### src/rtl/spi_slave_rx.sv
// SPI mode-0 responder: deserialises MOSI bytes into a bank at a self-incrementing address and
// serialises tx_data from the same address onto MISO. Optional frame_err under SPI_SLAVE_FRAME_ERR_EN.
module spi_slave_rx #(
    parameter int unsigned N = 5
) (
    input  logic         clk,
    input  logic         rst,
    input  logic         sclk_i,
    input  logic         cs_n_i,
    input  logic         mosi_i,
    output logic         miso_o,
    input  logic [7:0]   tx_data,
    output logic [N:0]   addr1,
    output logic [7:0]   rx_data,
    output logic         wr_en,
    output logic [N+1:0] n_rx_end,
    output logic         rx_ready,
    output logic         busy
`ifdef SPI_SLAVE_FRAME_ERR_EN
    ,
    output logic         frame_err
`endif
);

    localparam logic [2:0] StIdle  = 3'd0;
    localparam logic [2:0] StShift = 3'd1;
    localparam logic [2:0] StStore = 3'd2;
    localparam logic [2:0] StLoad  = 3'd3;
    localparam logic [2:0] StDone  = 3'd4;

    logic [2:0]   state_q, state_d;
    logic [2:0]   sclk_q, cs_q;
    logic [1:0]   mosi_q;
    logic [7:0]   rx_shift_q, rx_shift_d;
    logic [7:0]   tx_shift_q, tx_shift_d;
    logic [3:0]   bit_cnt_q, bit_cnt_d;
    logic [N:0]   addr_q, addr_d;
    logic [7:0]   rx_data_q, rx_data_d;
    logic         wr_en_q, wr_en_d;
    logic [N+1:0] n_rx_q, n_rx_d;
`ifdef SPI_SLAVE_FRAME_ERR_EN
    logic         frame_err_q, frame_err_d;
    logic         partial_q, partial_d;
`endif

    logic sclk_rise, sclk_fall, cs_fall, cs_hi;

    assign sclk_rise = sclk_q[1] & ~sclk_q[2];
    assign sclk_fall = ~sclk_q[1] & sclk_q[2];
    assign cs_fall   = ~cs_q[1] & cs_q[2];
    assign cs_hi     = cs_q[1];

    // Sync chains reset low so a cs_n_i held low through reset release is not seen as a fall.
    always_ff @(posedge clk or negedge rst) begin
        if (!rst) begin
            sclk_q     <= '0;
            cs_q       <= '0;
            mosi_q     <= '0;
            state_q    <= StIdle;
            rx_shift_q <= '0;
            tx_shift_q <= '0;
            bit_cnt_q  <= '0;
            addr_q     <= '0;
            rx_data_q  <= '0;
            wr_en_q    <= 1'b0;
            n_rx_q     <= '0;
        end else begin
            sclk_q     <= {sclk_q[1:0], sclk_i};
            cs_q       <= {cs_q[1:0], cs_n_i};
            mosi_q     <= {mosi_q[0], mosi_i};
            state_q    <= state_d;
            rx_shift_q <= rx_shift_d;
            tx_shift_q <= tx_shift_d;
            bit_cnt_q  <= bit_cnt_d;
            addr_q     <= addr_d;
            rx_data_q  <= rx_data_d;
            wr_en_q    <= wr_en_d;
            n_rx_q     <= n_rx_d;
        end
    end

`ifdef SPI_SLAVE_FRAME_ERR_EN
    always_ff @(posedge clk or negedge rst) begin
        if (!rst) begin
            frame_err_q <= 1'b0;
            partial_q   <= 1'b0;
        end else begin
            frame_err_q <= frame_err_d;
            partial_q   <= partial_d;
        end
    end
`endif

    always_comb begin
        state_d    = state_q;
        rx_shift_d = rx_shift_q;
        tx_shift_d = tx_shift_q;
        bit_cnt_d  = bit_cnt_q;
        addr_d     = addr_q;
        rx_data_d  = rx_data_q;
        wr_en_d    = 1'b0;
        n_rx_d     = n_rx_q;
`ifdef SPI_SLAVE_FRAME_ERR_EN
        frame_err_d = frame_err_q;
        partial_d   = partial_q;
`endif
        case (state_q)
            StIdle: begin
                // Route through LOAD so the first tx byte is read at the cleared address.
                if (cs_fall) begin
                    addr_d    = '0;
                    n_rx_d    = '0;
                    bit_cnt_d = '0;
                    state_d   = StLoad;
`ifdef SPI_SLAVE_FRAME_ERR_EN
                    frame_err_d = 1'b0;
                    partial_d   = 1'b0;
`endif
                end
            end
            StShift: begin
                if (sclk_rise && bit_cnt_q == 4'd7) begin
                    rx_shift_d = {rx_shift_q[6:0], mosi_q[1]};
                    rx_data_d  = {rx_shift_q[6:0], mosi_q[1]};
                    wr_en_d    = 1'b1;
                    bit_cnt_d  = 4'd8;
                    state_d    = StStore;
                end else if (cs_hi) begin
                    state_d = StDone;
`ifdef SPI_SLAVE_FRAME_ERR_EN
                    partial_d = (bit_cnt_q != 4'd0);
`endif
                end else if (sclk_rise) begin
                    rx_shift_d = {rx_shift_q[6:0], mosi_q[1]};
                    bit_cnt_d  = bit_cnt_q + 4'd1;
                end else if (sclk_fall && bit_cnt_q != 4'd0) begin
                    tx_shift_d = {tx_shift_q[6:0], 1'b0};
                end
            end
            StStore: begin
                if (n_rx_q != '1) begin
                    n_rx_d = n_rx_q + 1'b1;
                end
                addr_d  = addr_q + 1'b1;
                state_d = cs_hi ? StDone : StLoad;
            end
            StLoad: begin
                tx_shift_d = tx_data;
                bit_cnt_d  = '0;
                state_d    = cs_hi ? StDone : StShift;
            end
            StDone: begin
`ifdef SPI_SLAVE_FRAME_ERR_EN
                frame_err_d = partial_q;
`endif
                state_d = StIdle;
            end
            default: state_d = StIdle;
        endcase
    end

    assign miso_o   = (state_q == StShift) ? tx_shift_q[7] : 1'b0;
    assign addr1    = addr_q;
    assign rx_data  = rx_data_q;
    assign wr_en    = wr_en_q;
    assign n_rx_end = n_rx_q;
    assign rx_ready = (state_q == StDone) && (n_rx_q != '0);
    assign busy     = (state_q != StIdle);
`ifdef SPI_SLAVE_FRAME_ERR_EN
    assign frame_err = frame_err_q;
`endif

endmodule
### config.mk
export PLATFORM = sky130hd
export DESIGN_NAME = spi_slave_rx
export DESIGN_NICKNAME = d
export VERILOG_FILES = /design/src/rtl/spi_slave_rx.sv
export SDC_FILE = /design/constraint.sdc
export NUM_CORES = 1
export LEC_CHECK = 0
export ABC_CLOCK_PERIOD_IN_PS = 2650
export BUFFER_PORTS_ARGS = -buffer_cell sky130_fd_sc_hd__buf_2
export CORE_MARGIN = 2
export CORE_UTILIZATION = 60
export CTS_BUF_LIST = sky130_fd_sc_hd__clkbuf_8 sky130_fd_sc_hd__clkbuf_16
export DETAILED_ROUTE_END_ITERATION = 7
export GPL_TIMING_DRIVEN = 0
export PLACE_DENSITY = 0.91
export SLEW_MARGIN = 20
export SYNTH_ARGS = -nofsm -noshare
export SYNTH_HDL_FRONTEND = slang
export SYNTH_SLANG_ARGS = --single-unit
### constraint.sdc
create_clock -name clk -period 2.65 [get_ports clk]
set_input_delay 0.1325 -clock clk [delete_from_list [all_inputs] [get_ports clk]]
set_output_delay 0.1325 -clock clk [all_outputs]
set_load 0.01 [all_outputs]
# ---- Word-level counts from Yosys, hierarchy flattened
# Cells that the tools add are included.
# W data, S select, Z words.
dict set report totals {
  wordCells 81
  register_bits 52
  in_bits 13
  mem_count 0
  rom_bits 0
  latchBits 0
  ram_bits 0
  output_inout_bits 25
}
dict set report op_classes {
  eq_ne 16
  n_bitwise 6
  muxes 27
  n_div 0
  reduce_logical 18
  order_cmp 0
  add_sub_neg 3
  mul 0
  n_shift 0
}
# op n
set op_table {}
lappend op_table {{$mux W7} 5}
lappend op_table {{$mux W8} 4}
lappend op_table {{$mux W4} 4}
lappend op_table {{$pmux W8 S2} 1}
lappend op_table {{$mux W3} 5}
lappend op_table {{$pmux W7 S2} 1}
lappend op_table {{$ne A2 B2 Y1 const B} 6}
lappend op_table {{$pmux W3 S4} 1}
lappend op_table {{$pmux W4 S3} 1}
lappend op_table {{$pmux W6 S2} 1}
lappend op_table {{$ne A3 B3 Y1 const B} 3}
lappend op_table {{$add A7 B1 Y7 const B} 1}
lappend op_table {{$ne A7 B7 Y1 const B} 1}
lappend op_table {{$reduce_bool A7 Y1} 1}
lappend op_table {{$add A6 B1 Y6 const B} 1}
lappend op_table {{$eq A3 B2 Y1 const B} 2}
lappend op_table {{$mux W6} 1}
lappend op_table {{$reduce_and A2 Y1} 3}
lappend op_table {{$reduce_and A3 Y1} 2}
lappend op_table {{$reduce_bool A2 Y1} 3}
lappend op_table {{$reduce_bool A3 Y1} 2}
lappend op_table {{$reduce_and A5 Y1} 1}
lappend op_table {{$add A4 B1 Y4 const B} 1}
lappend op_table {{$eq A4 B3 Y1 const B} 1}
lappend op_table {{other kinds (10)} 18}

# ---- Depth between registers and ports, before layout
dict set report logic_depth {
  word_depth 8
  ltp_mapped 7
  mapped_depth_nobuf 6
}

# ---- Worst setup path before layout
# Ideal clock, no wire load.
dict set report synth_path {
  path_kind {register -> register}
  startpoint {reg bit_cnt_q[0]}
  endpoint {reg bit_cnt_q[2]}
  stages_incl_launch_ff 8
  setup_time_ps 124
  required_time_ps 2526
  n_path_buf 2
  path_slack_ps 874
  period_less_slack_ps 1776
  t_arrival_ps 1652
  cell_sequence {dfrtp_1 > ha_1 > and3b_1 > buf_6 > o2111a_1 > buf_6 > and3b_1 > a211o_1}
}
dict set report synth_via {
  elab_chain_cells 5
  elab_cells_between_ends 10
  classes_between {1 x add/sub; 3 x eq/ne; 4 x mux; 2 x reduce/logical}
}
# element line
set synth_lines {}
lappend synth_lines {{from (decl)} 36} ;# logic [3:0] bit_cnt_q, bit_cnt_d;
lappend synth_lines {{from (signal assigned)} 74} ;# bit_cnt_q <= bit_cnt_d;
lappend synth_lines {{$add A4 B1 Y4} 135} ;# bit_cnt_d = bit_cnt_q + 4'd1;
lappend synth_lines {{$mux W4} 133} ;# end else if (sclk_rise) begin
lappend synth_lines {{$mux W4} 128} ;# end else if (cs_hi) begin
lappend synth_lines {{$mux W4} 122} ;# if (sclk_rise && bit_cnt_q == 4'd7) begin
lappend synth_lines {{$pmux W4 S3} 107} ;# case (state_q)
# Parallel ways exist; a longest one is shown, timed or not. The select of a mux whose other input is x is not followed.
# A chain may end at the register's enable or synchronous reset.

# ---- Worst setup path in the final report
# Ends and elaborated chain as after synthesis.

==> results by group <==
Setup path
  • Crit path cell chain: ha_1 > and3b_1 > buf_6 > o2111a_1 > buf_6 > and3b_1 > a211o_1
  • Worst Path Required: 2840 ps
  • Delay of the slowest critical-path stage: around 420 ps
  • Worst setup path startpoint: bit_cnt_q[0]
  • Crit end category: flop
  • Reg2reg path depth: 7
  • CP startpoint kind: flop
  • CP Buf/Inv Count: 2
  • Critical path's slowest cell: dfrtp_1
  • Crit-path leading delay family: compound AO/OA/AOI/OAI gates
  • FF-to-FF End: bit_cnt_q[2]
  • Kind of critical path: flop to flop
  • R2R Path Start: bit_cnt_q[0]
  • WP depth: 7
  • Worst-path maximum fanout: 9
  • Reg2reg setup slack: just under 800 ps
  • CP arrival: between 2000 and 2500 ps

Synthesis
  • Post-synth EDFFs: 0
  • Synth Area in XOR/XNOR: 0.007403
  • Yosys cell types: 51
  • Post-Syn Area: about 0.0024 mm2
  • Largest family of logic cells by synthesized area: compound AO/OA/AOI/OAI gates
  • Synth warn: 0
  • Post-synthesis simple-gate area fraction: 0.1380
  • Synth Net Count: about 220
  • Post-Synth Adder-Cell Area: 0.02644
  • Post-synthesis compound-gate area fraction: 0.1576
  • Avg Inst Size Synth: about 12 um2
  • Post-Synthesis Cells: 200
  • Register area share after synthesis: 0.5500
  • Multiplexer share of the synthesized area: 0.08038
  • Asr flop ratio synth: 1.000
  • Top FF cell, synth: dfrtp_1
  • Synth Register Bits: 52

Global routing
  • Total track usage: 0.2146
  • Vias in the first global route: 1,629
  • Pin count of the biggest net entering global routing: between 50 and 60
  • Initial antenna violation count: 0
  • GRT Residual Overflow: 0
  • First-pass GRT wire length: approximately 7200 um

Timing
  • RSZ-0062 raised after global routing: no
  • Post-layout worst setup margin: roughly 780 ps
  • Fraction of the cycle the final worst path needs: 0.7066
  • Relative slew margins: 0.5784
  • Endpoints failing setup: 0
  • Least-Margin Pin Slew: roughly 630 ps
  • Total negative slack: 0 ps
  • Fmax: between 500 and 600 MHz
  • Layout Skew: around 7.8 ps
  • Slew Limit Fails: 0
  • Hold Vio Cnt, Final: 0
  • Final Critical Period: between 1500 and 2000 ps

CTS
  • Max Buffers Root-to-Sink: 2
  • CTS tree: built
  • CTS Sinks: between 50 and 60
  • Clk_lat worst skew: approximately 300 ps
  • # hold bufs at CTS: 3
  • Post-CTS resize count: 0
  • H-tree depth reported by CTS: 2
  • TritonCTS buffer count: 5
  • CTS root buffer: clkbuf_8
  • Clk pin slew, worst setup/hold paths: roughly 90 ps
  • Setup Buffers After CTS: 0

Placed design
  • DP HPWL: between 2000 and 3000 um
  • RePlAce Congestion: about 0.86
  • IO buf count: 37
  • Pre-CTS WS: approximately 800 ps

Drt
  • Antenna Nets Post-Route: 0
  • 1st-iter DRT viols: between 150 and 200
  • Final wirelength: 4248 um
  • Via Count: approximately 1,700
  • First-pass DRT Iterations: 4
  • Via density: between 5 and 6
  • Residual DRC count: 0
  • DR WL/cell: 14.30 um

Final layout
  • Final core occ: 0.7441
  • Share of layout cells above drive strength 1: 0.3092
  • Antenna cell count: 0
  • Nets@finish: approximately 270
  • Filler cells: 258
  • Layout area overhead: 16.87%

Floorplanning
  • I/O pin cnt: 38
  • Die Area: around 0.0045 mm2
  • Die Width: between 60 and 70 um
  • Vert. Die Dim: approximately 67 um
  • Initial Utilization: 0.6367
  • Row cnt: 22
  • Core Box Area: 0.003716 mm2

Hold path
  • HP Class: primary input to flop
  • Worst Hold End: tx_shift_q[0]
  • Hold Path Depth: 2
  • Hold Path Origin: tx_data[0]

Power and ir drop
  • Sequential fraction of design power: 0.520
  • Leak Pwr: about 1.4 nW
  • Comb pwr share: 0.187
  • PwrDens: approximately 660 mW/mm2
  • VDD IR max: ~0.44 mV
  • Clock Power Share: 0.294
  • Internal: approximately 1.3 mW
  • Switch Pwr: 0.5083 mW
  • Sw frac: 0.2792

Outcome
  • Outcome: complete, no violations

Flow run
  • MaxCap Viol Count: 0
## power by group through the flow
stage                     logic [mW]  clock network, mW  registers (mW)
after CTS                      0.341              0.545           0.944
after floorplan                0.218                  0           0.960
after global placement         0.320                  0           0.957
after detailed placement       0.337                  0           0.961
final                          0.340              0.535           0.946
after global routing           0.385              0.578           0.961
## worst max path at each step
stage                     slack, ps            to
after detailed placement        800  bit_cnt_q[2]
after floorplan                 870  bit_cnt_q[2]
after global placement          800  bit_cnt_q[2]
after CTS                       780  bit_cnt_q[2]
final                           780  bit_cnt_q[2]
after global routing            670  bit_cnt_q[2]
## registers in the layout, indices dropped and copies added (netlist names)
name,cells
rx_data,8
tx_shift_q,8
n_rx_end,7
rx_shift_q,7
addr1,6
bit_cnt_q,4
cs_q,3
sclk_q,3
state_q,3
mosi_q,2
wr_en,1
## final cells by class
| class | count | area (um2) | share of cell area |
|---|---|---|---|
| Tap cell | 48 | 60.06 | 0.02172 |
| Sequential cell | 52 | 1301 | 0.4706 |
| Timing Repair Buffer | 41 | 227.7 | 0.08235 |
| Inverter | 7 | 26.28 | 0.009502 |
| Multi-Input combinational cell | 133 | 969.7 | 0.3507 |
| Clock buffer | 5 | 68.82 | 0.02489 |
| Buffer | 8 | 68.82 | 0.02489 |
| Clock inverter | 3 | 42.54 | 0.01538 |
## logic make-up after synthesis
logic type	count (synthesis)
AOI/OAI and AO/OA	55
xor gates and xnor gates	2
adders and majority gates	5
buffers and inverters	15
DFF	52
muxes	17
and+or+nand+nor	54
## placed cells by master, fill, tap and decap left out, drive strengths merged, types with 2 or more instances in the layout
cell type,synthesis,final
nor2,11,11
nand3,8,8
o21ai,11,11
xor2,2,2
a22o,3,3
o22ai,14,14
a31oi,2,2
nand4,3,3
a41oi,2,2
a211o,2,2
o31ai,3,3
buf,7,44
ha,5,5
inv,6,6
a21oi,9,9
mux2,16,16
nand2,11,11
clkbuf,1,6
nor3,3,3
and3b,3,3
dlygate4sd3,0,4
nor3b,3,3
dfrtp,52,52
clkinv,1,2
and3,4,4
## through the flow
step	cell area, um2	hold WS, ps	power, mW	instances
global route	2765	97.62	1.924	297
finish	2765	92.28	1.820	297
floorplan	2366	-163.1	1.178	200
global placement	2611	240.1	1.277	285
detailed placement	2611	241.9	1.297	285
CTS	2753	75.73	1.830	296
## metal layers
layer | track usage | vias up | part of all wire
met4 | 0.06122 | 0 | 0.012
li1 | - | 840 | -
met1 | 0.2756 | 839 | 0.45
met3 | 0.04561 | 6 | 0.049
met5 | 0 | - | 0
met2 | 0.3663 | 48 | 0.49
## Yosys cell counts, types with 2 or more instances
| library cell | number | area share |
|---|---|---|
| dfrtp_1 | 52 | 0.55 |
| mux2_2 | 16 | 0.076 |
| o22ai_1 | 14 | 0.037 |
| nand2_1 | 11 | 0.017 |
| o21ai_0 | 10 | 0.021 |
| a21oi_1 | 9 | 0.019 |
| nor2_1 | 9 | 0.014 |
| nand3_1 | 8 | 0.017 |
| inv_1 | 6 | 0.0095 |
| ha_1 | 5 | 0.026 |
| and3_1 | 4 | 0.011 |
| buf_6 | 4 | 0.019 |
| and3b_1 | 3 | 0.011 |
| nand4_1 | 3 | 0.0079 |
| o31ai_1 | 3 | 0.0095 |
| a211o_1 | 2 | 0.0074 |
| a22o_2 | 2 | 0.0085 |
| a41oi_1 | 2 | 0.0074 |
| buf_4 | 2 | 0.0063 |
| nor3_1 | 2 | 0.0042 |
| nor3b_1 | 2 | 0.0063 |
| xor2_1 | 2 | 0.0074 |
Note: power is estimated with default switching activity, not from simulation.
